==> src/rtl/vga_sync_timing.sv <==
// 640x480@60 VGA raster timing with pixel-rate divider, CLK-rate sync/blank delay line and pin RGB register.
// Optional build macro VGA_RGB_BLANK_EN forces rgb_out black whenever the delayed video_on is low.
module vga_sync_timing #(
  parameter int unsigned CLK_DIV  = 1,
  parameter int unsigned PIPE_DLY = 2,
  parameter int unsigned H_VIS    = 640,
  parameter int unsigned H_FP     = 16,
  parameter int unsigned H_SYNC   = 96,
  parameter int unsigned H_BP     = 48,
  parameter int unsigned V_VIS    = 480,
  parameter int unsigned V_FP     = 10,
  parameter int unsigned V_SYNC   = 2,
  parameter int unsigned V_BP     = 33
) (
  input  logic        CLK,
  input  logic        RESET,
  input  logic [11:0] rgb_in,
  output logic [9:0]  pix_x,
  output logic [9:0]  pix_y,
  output logic        p_tick,
  output logic        frame_start,
  output logic        video_on,
  output logic        hsync,
  output logic        vsync,
  output logic [11:0] rgb_out
);

  localparam int unsigned H_TOTAL = H_VIS + H_FP + H_SYNC + H_BP;
  localparam int unsigned V_TOTAL = V_VIS + V_FP + V_SYNC + V_BP;

  localparam logic [9:0] H_LAST   = 10'(H_TOTAL - 1);
  localparam logic [9:0] V_LAST   = 10'(V_TOTAL - 1);
  localparam logic [9:0] H_VIS_L  = 10'(H_VIS);
  localparam logic [9:0] V_VIS_L  = 10'(V_VIS);
  localparam logic [9:0] HS_FIRST = 10'(H_VIS + H_FP);
  localparam logic [9:0] HS_LAST  = 10'(H_VIS + H_FP + H_SYNC - 1);
  localparam logic [9:0] VS_FIRST = 10'(V_VIS + V_FP);
  localparam logic [9:0] VS_LAST  = 10'(V_VIS + V_FP + V_SYNC - 1);
  localparam logic [2:0] DIV_LAST = 3'(CLK_DIV - 1);

  logic [2:0]  div_cnt_q, div_cnt_d;
  logic [9:0]  h_cnt_q, h_cnt_d;
  logic [9:0]  v_cnt_q, v_cnt_d;
  logic        p_tick_q;
  logic        frame_q;
  logic        run_q;
  logic        tick;
  logic        wrap;
  logic        vis_d, hs_d, vs_d;
  logic        rgb_vis;
  logic [11:0] rgb_d, rgb_q;

  always_comb begin
    tick      = (div_cnt_q == DIV_LAST);
    div_cnt_d = tick ? '0 : div_cnt_q + 3'd1;
    h_cnt_d   = h_cnt_q;
    v_cnt_d   = v_cnt_q;
    if (tick) begin
      if (h_cnt_q == H_LAST) begin
        h_cnt_d = '0;
        v_cnt_d = (v_cnt_q == V_LAST) ? '0 : v_cnt_q + 10'd1;
      end else begin
        h_cnt_d = h_cnt_q + 10'd1;
      end
    end
    wrap = tick && (h_cnt_q == H_LAST) && (v_cnt_q == V_LAST);
  end

  // p_tick and frame_start are registered on the same edge the counters move.
  always_ff @(posedge CLK) begin
    if (RESET) begin
      div_cnt_q <= '0;
      h_cnt_q   <= '0;
      v_cnt_q   <= '0;
      p_tick_q  <= 1'b0;
      frame_q   <= 1'b0;
      run_q     <= 1'b0;
    end else begin
      div_cnt_q <= div_cnt_d;
      h_cnt_q   <= h_cnt_d;
      v_cnt_q   <= v_cnt_d;
      p_tick_q  <= tick;
      frame_q   <= wrap;
      run_q     <= 1'b1;
    end
  end

  assign pix_x       = h_cnt_q;
  assign pix_y       = v_cnt_q;
  assign p_tick      = p_tick_q;
  assign frame_start = frame_q;

  // run_q holds the decode inactive while the counters sit at their reset (0,0),
  // so a zero-delay build still shows reset values on the outputs.
  always_comb begin
    vis_d = run_q && (h_cnt_q < H_VIS_L) && (v_cnt_q < V_VIS_L);
    hs_d  = !(run_q && (h_cnt_q >= HS_FIRST) && (h_cnt_q <= HS_LAST));
    vs_d  = !(run_q && (v_cnt_q >= VS_FIRST) && (v_cnt_q <= VS_LAST));
  end

  generate
    if (PIPE_DLY == 0) begin : g_nodly
      assign video_on = vis_d;
      assign hsync    = hs_d;
      assign vsync    = vs_d;
    end else begin : g_dly
      logic [PIPE_DLY-1:0] vis_pipe_q, hs_pipe_q, vs_pipe_q;

      always_ff @(posedge CLK) begin
        if (RESET) begin
          vis_pipe_q <= '0;
          hs_pipe_q  <= '1;
          vs_pipe_q  <= '1;
        end else begin
          vis_pipe_q[0] <= vis_d;
          hs_pipe_q[0]  <= hs_d;
          vs_pipe_q[0]  <= vs_d;
          for (int unsigned i = 1; i < PIPE_DLY; i++) begin
            vis_pipe_q[i] <= vis_pipe_q[i-1];
            hs_pipe_q[i]  <= hs_pipe_q[i-1];
            vs_pipe_q[i]  <= vs_pipe_q[i-1];
          end
        end
      end

      assign video_on = vis_pipe_q[PIPE_DLY-1];
      assign hsync    = hs_pipe_q[PIPE_DLY-1];
      assign vsync    = vs_pipe_q[PIPE_DLY-1];
    end
  endgenerate

  assign rgb_vis = video_on;

  always_comb begin
`ifdef VGA_RGB_BLANK_EN
    rgb_d = rgb_vis ? rgb_in : '0;
`else
    rgb_d = rgb_in;
`endif
  end

  always_ff @(posedge CLK) begin
    if (RESET) begin
      rgb_q <= '0;
    end else begin
      rgb_q <= rgb_d;
    end
  end

  assign rgb_out = rgb_q;

endmodule

==> config.mk <==
export PLATFORM = sky130hd
export DESIGN_NAME = vga_sync_timing
export DESIGN_NICKNAME = d
export VERILOG_FILES = /design/src/rtl/vga_sync_timing.sv
export SDC_FILE = /design/constraint.sdc
export NUM_CORES = 1
export LEC_CHECK = 0
export ABC_AREA = 1
export CAP_MARGIN = 5
export CORE_MARGIN = 2
export CORE_UTILIZATION = 45
export DETAILED_ROUTE_END_ITERATION = 8
export HOLD_SLACK_MARGIN = 0.12
export PLACE_DENSITY = 0.85
export SLEW_MARGIN = 40
export SYNTH_ARGS = -nofsm -noshare
export SYNTH_HDL_FRONTEND = slang
export SYNTH_SLANG_ARGS = --single-unit
==> constraint.sdc <==
create_clock -name CLK -period 1.95 [get_ports CLK]
set_input_delay 0.39 -clock CLK [delete_from_list [all_inputs] [get_ports CLK]]
set_output_delay 0.39 -clock CLK [all_outputs]
set_load 0.02 [all_outputs]
==> metrics.sh <==
STATUS='complete, no violations'
CTS-RESIZED-GATES=0
IR_WORST_VDD_mV=0.380
QUANTITY_OF_I_O_BUFFERS_INSERTED_ON_PORTS=50
CORE_SQ_MM=0.00406
DP.FINAL_HPWL_MICRONS=2890
WORSTHOLDENDPOINT='g_dly.vis_pipe_q[1]'
CLOCK-SKEW-FINAL_PS=6.76
WORST_SKEW_PAIR.LATE_LATENCY_PS=290
COMMONEST_NON_FILL_NON_TAP_CELLS_IN_THE_LAYOUT='sky130_fd_sc_hd__clkdlybuf4s50_1, sky130_fd_sc_hd__inv_1, sky130_fd_sc_hd__nor2_1, sky130_fd_sc_hd__dfxtp_1, sky130_fd_sc_hd__nand2_1'
GLOBALROUTETOTALUTIL=0.170
VIA_COUNT=1700
CP_SLOWEST_STAGE_DELAY_PS=650
GRT_PASS1_WL_MICRONS=6710
WORST-SETUP-PATH-TYPE='reg2out'
DPL_WORST_SLACK_PS=384
FILLERS=344
CTS_SETUP_BUFFERS=0
NUMCLOCKSINKS=44
FINALWEIGHTEDCONGESTION=0.841
FINAL_NETS=327
HOLD-WORST-SLACK_PS=408
ANTENNA_CELLS_INSERTED=0
SETUP.WORST_PATH.START_CLASS='flip-flop'
MAXSLEWHEADROOM=0.779
TIMING.FINAL.CRIT_PERIOD_PS=1790
LAYOUT_WORST_PATH_CYCLE_SHARE=0.916
SYNTH_CELL_TYPES=32
HOLD_BUFS_INSERTED_AFTER_CTS=0
ANTENNA_VIOLATING_NETS_POST_ROUTE=0
WORST_HOLD_STARTPOINT='g_dly.vis_pipe_q[0]'
INITIAL_DRC_COUNT=76
GRT_SETUP_UNREPAIRED='no'
HTREE_NUM_LEVELS=2
WORSTPATHCELLLIST='clkdlybuf4s50_1'
WORST_HOLD_PATH_TYPE='reg2reg'
SYN-CELL-AREA_SQ_MM=0.00191
SETUP-TNS-FINAL_PS=0
FINAL_SETUP_VIO_COUNT=0
FMAX_MHz=560
BOUNDARYPINS=51
DIE_AREA_SQ_MM=0.00479
INITIAL_CORE_UTILIZATION=0.471
LAYOUT.CELLS.MOST_COMMON='sky130_fd_sc_hd__clkdlybuf4s50_1'
FINALWIRELENGTH_MICRONS=3960
FINAL-HOLD-VIOLATION-COUNT=0
VIA_PER_INST=4.75
SYNTH.AVG_CELL_AREA_SQ_UM=7.65
POSTLAYOUTCELLAREA_SQ_MM=0.00259
REGTOREGSETUPSLACK_PS=290
GRT_OVERFLOW=0
END_KIND='output pin'
CTS_ROOT_BUF='sky130_fd_sc_hd__clkbuf_8'
WORST-SLEW-PIN-TRANSITION_PS=330
STD_CELL_ROWS=23
DETAILEDROUTE.FIRSTPASSITERATIONCOUNT=4
DIE_H_MICRONS=69.2
FLOORPLAN.DIE.WIDTH_MICRONS=69.2
CLKSLEWWORSTSETUPHOLDPATHS_PS=90
POWER.DENSITY_mW_PER_MM2=683
NUMBER_OF_ANTENNA_VIOLATIONS_AT_THE_FIRST_CHECK_IN_GLOBAL_ROUTING=0
TIMING.CRITICAL_PATH.SLOWEST_STAGE_CELL='sky130_fd_sc_hd__clkdlybuf4s50_1'
WORST_R2R_PATH_DEPTH=8
CTS_INSERTED_BUFFERS=5
MIN_PATH_CELLS=2
MAXIMUM_NUMBER_OF_PINS_ON_ONE_NET_BEFORE_GLOBAL_ROUTE_REPAIR=16
SYNTH_CELLS=250
FF_LATCH_AREA_SQ_UM=881
POST_DP_CELL_AREA_SQ_MM=0.00248
SYNTH_SEQ_CELLS=44
AREA.GROWTH.SYNTH_TO_FINAL_PCT=35.6
TIMING.RR.START='pix_x[1]'
CRITICAL_PATH.N_BUFFERS_INVERTERS=1
CRIT_FAMILY='buffers and inverters'
FINAL_CRITICAL_PATH_SETUP_SLACK_PS=164
SYNTHESIS.YOSYS.WARNINGS=0
FINALMAXSLEWVIOLATIONS=0
POWER_LEAKAGE_nW=1.12
R2R_END='pix_y[1]'
WORST-ENDPOINT-ARRIVAL_PS=1400
SYNTH.NET_COUNT=270
MAX_CAP_VIOLS=0
FIRST_GLOBAL_VIAS=1519
DRIVE_GT1_FRAC=0.110
ROUTE.DETAILED.WL_PER_INST_MICRONS=11.1
CLOCKBUFFERDEPTH=2
WORSTPATHREQUIRED_PS=1560
CP_MAX_FANOUT=7
CTS_TREE='yes'
YOSYSSEQAREASHARE=0.461
MULTI_INPUT_AREA_SQ_UM=823
DRT_DRC_VIOLATIONS_LEFT=0
how the worst max path moves through the flow:
stage / from / endpoint / slack (ps) / depth (start not counted)
4_1_cts: pix_x[6] / pix_x[6] / 160 / 1
3_5_place_dp: pix_x[1] / pix_y[1] / 380 / 8
5_1_grt: pix_x[6] / pix_x[6] / 100 / 1
6_report: pix_x[6] / pix_x[6] / 160 / 1
2_1_floorplan: pix_x[1] / pix_y[2] / 450 / 9
3_3_place_gp: RESET / pix_y[1] / 400 / 6
metrics by stage:
stage                     total power, mW  instances   util
after floorplan                      1.01        250      -
after global placement               1.09        350  0.611
after detailed placement             1.09        350  0.611
after CTS                            1.79        358  0.639
after global routing                 1.84        358  0.639
final                                1.77        358  0.639
registers in the layout, summed over array words and instances, names as in the netlist:
| signal | count |
|---|---|
| run_q | 1 |
| frame_start | 1 |
| rgb_out | 12 |
| pix_y | 10 |
| div_cnt_q | 3 |
| pix_x | 10 |
| g_dly.hs_pipe_q | 2 |
| p_tick | 1 |
| g_dly.vis_pipe_q | 2 |
| g_dly.vs_pipe_q | 2 |
logic make-up after synthesis:
family	Yosys count	synth area share
buffers and inverters	53	0.109
flip-flops	44	0.461
AO/OA/AOI/OAI	14	0.0530
adder cells (fa/ha/maj)	6	0.0393
XOR/XNOR	2	0.00916
AND/OR/NAND/NOR	131	0.329
power by group:
part           total (mW)  leakage (nW)  switching (mW)  internal [mW]
clock               0.701        0.0548           0.315          0.386
combinational       0.141         0.707          0.0692         0.0719
sequential          0.930         0.360         0.00941          0.920
total                1.77          1.12           0.394           1.38
synthesized netlist by cell type:
cell type | n | area, sq um
sky130_fd_sc_hd__o21ai_2 | 4 | 35.0
sky130_fd_sc_hd__a21oi_1 | 3 | 15.0
sky130_fd_sc_hd__ha_1 | 6 | 75.1
sky130_fd_sc_hd__o21ai_1 | 1 | 5.00
sky130_fd_sc_hd__buf_6 | 1 | 11.3
sky130_fd_sc_hd__o21a_1 | 1 | 7.51
sky130_fd_sc_hd__nand4_2 | 1 | 12.5
sky130_fd_sc_hd__nand4_1 | 4 | 25.0
sky130_fd_sc_hd__nor4_1 | 1 | 6.26
sky130_fd_sc_hd__o211ai_1 | 1 | 7.51
sky130_fd_sc_hd__nand3_4 | 2 | 35.0
sky130_fd_sc_hd__nand3b_1 | 1 | 7.51
sky130_fd_sc_hd__nor3_1 | 13 | 65.1
sky130_fd_sc_hd__nor3b_1 | 1 | 7.51
sky130_fd_sc_hd__xor2_1 | 1 | 8.76
sky130_fd_sc_hd__o21ai_0 | 3 | 15.0
sky130_fd_sc_hd__nor2_4 | 1 | 11.3
sky130_fd_sc_hd__nand2_1 | 39 | 146
sky130_fd_sc_hd__xnor2_1 | 1 | 8.76
sky130_fd_sc_hd__nor2_1 | 46 | 173
sky130_fd_sc_hd__inv_1 | 46 | 173
sky130_fd_sc_hd__dfxtp_1 | 44 | 881
sky130_fd_sc_hd__buf_2 | 1 | 5.00
sky130_fd_sc_hd__nor2_2 | 4 | 25.0
sky130_fd_sc_hd__clkbuf_1 | 1 | 3.75
sky130_fd_sc_hd__nor3_2 | 1 | 10.0
sky130_fd_sc_hd__nor2_8 | 1 | 20.0
sky130_fd_sc_hd__or2_2 | 2 | 12.5
sky130_fd_sc_hd__nand3_1 | 12 | 60.1
sky130_fd_sc_hd__inv_2 | 4 | 15.0
sky130_fd_sc_hd__nand2_2 | 2 | 12.5
sky130_fd_sc_hd__a21oi_4 | 1 | 16.3
tightest hold or removal path, delay by kind of cell (launching register included):
family | cells | cell delay (ps)
AND/OR/NAND/NOR | 1 | 30
buffers and inverters | 1 | 40
flip-flops | 1 | 300
routing by layer:
metal / GRT usage / vias up / routed length (microns)
met5: 0 / - / 0
met4: 0.0610 / 0 / 45
met3: 0.0349 / 4 / 234
met2: 0.290 / 56 / 1930
met1: 0.211 / 761 / 1750
li1: - / 879 / -
cell type report:
cell class | count | share of cell area
Sequential cell | 44 | 0.340
Tap cell | 50 | 0.0241
Clock inverter | 3 | 0.0179
Timing Repair Buffer | 53 | 0.202
Clock buffer | 5 | 0.0265
Inverter | 50 | 0.0724
Multi-Input combinational cell | 153 | 0.318
No activity file was read; power rests on OpenSTA's default activity.
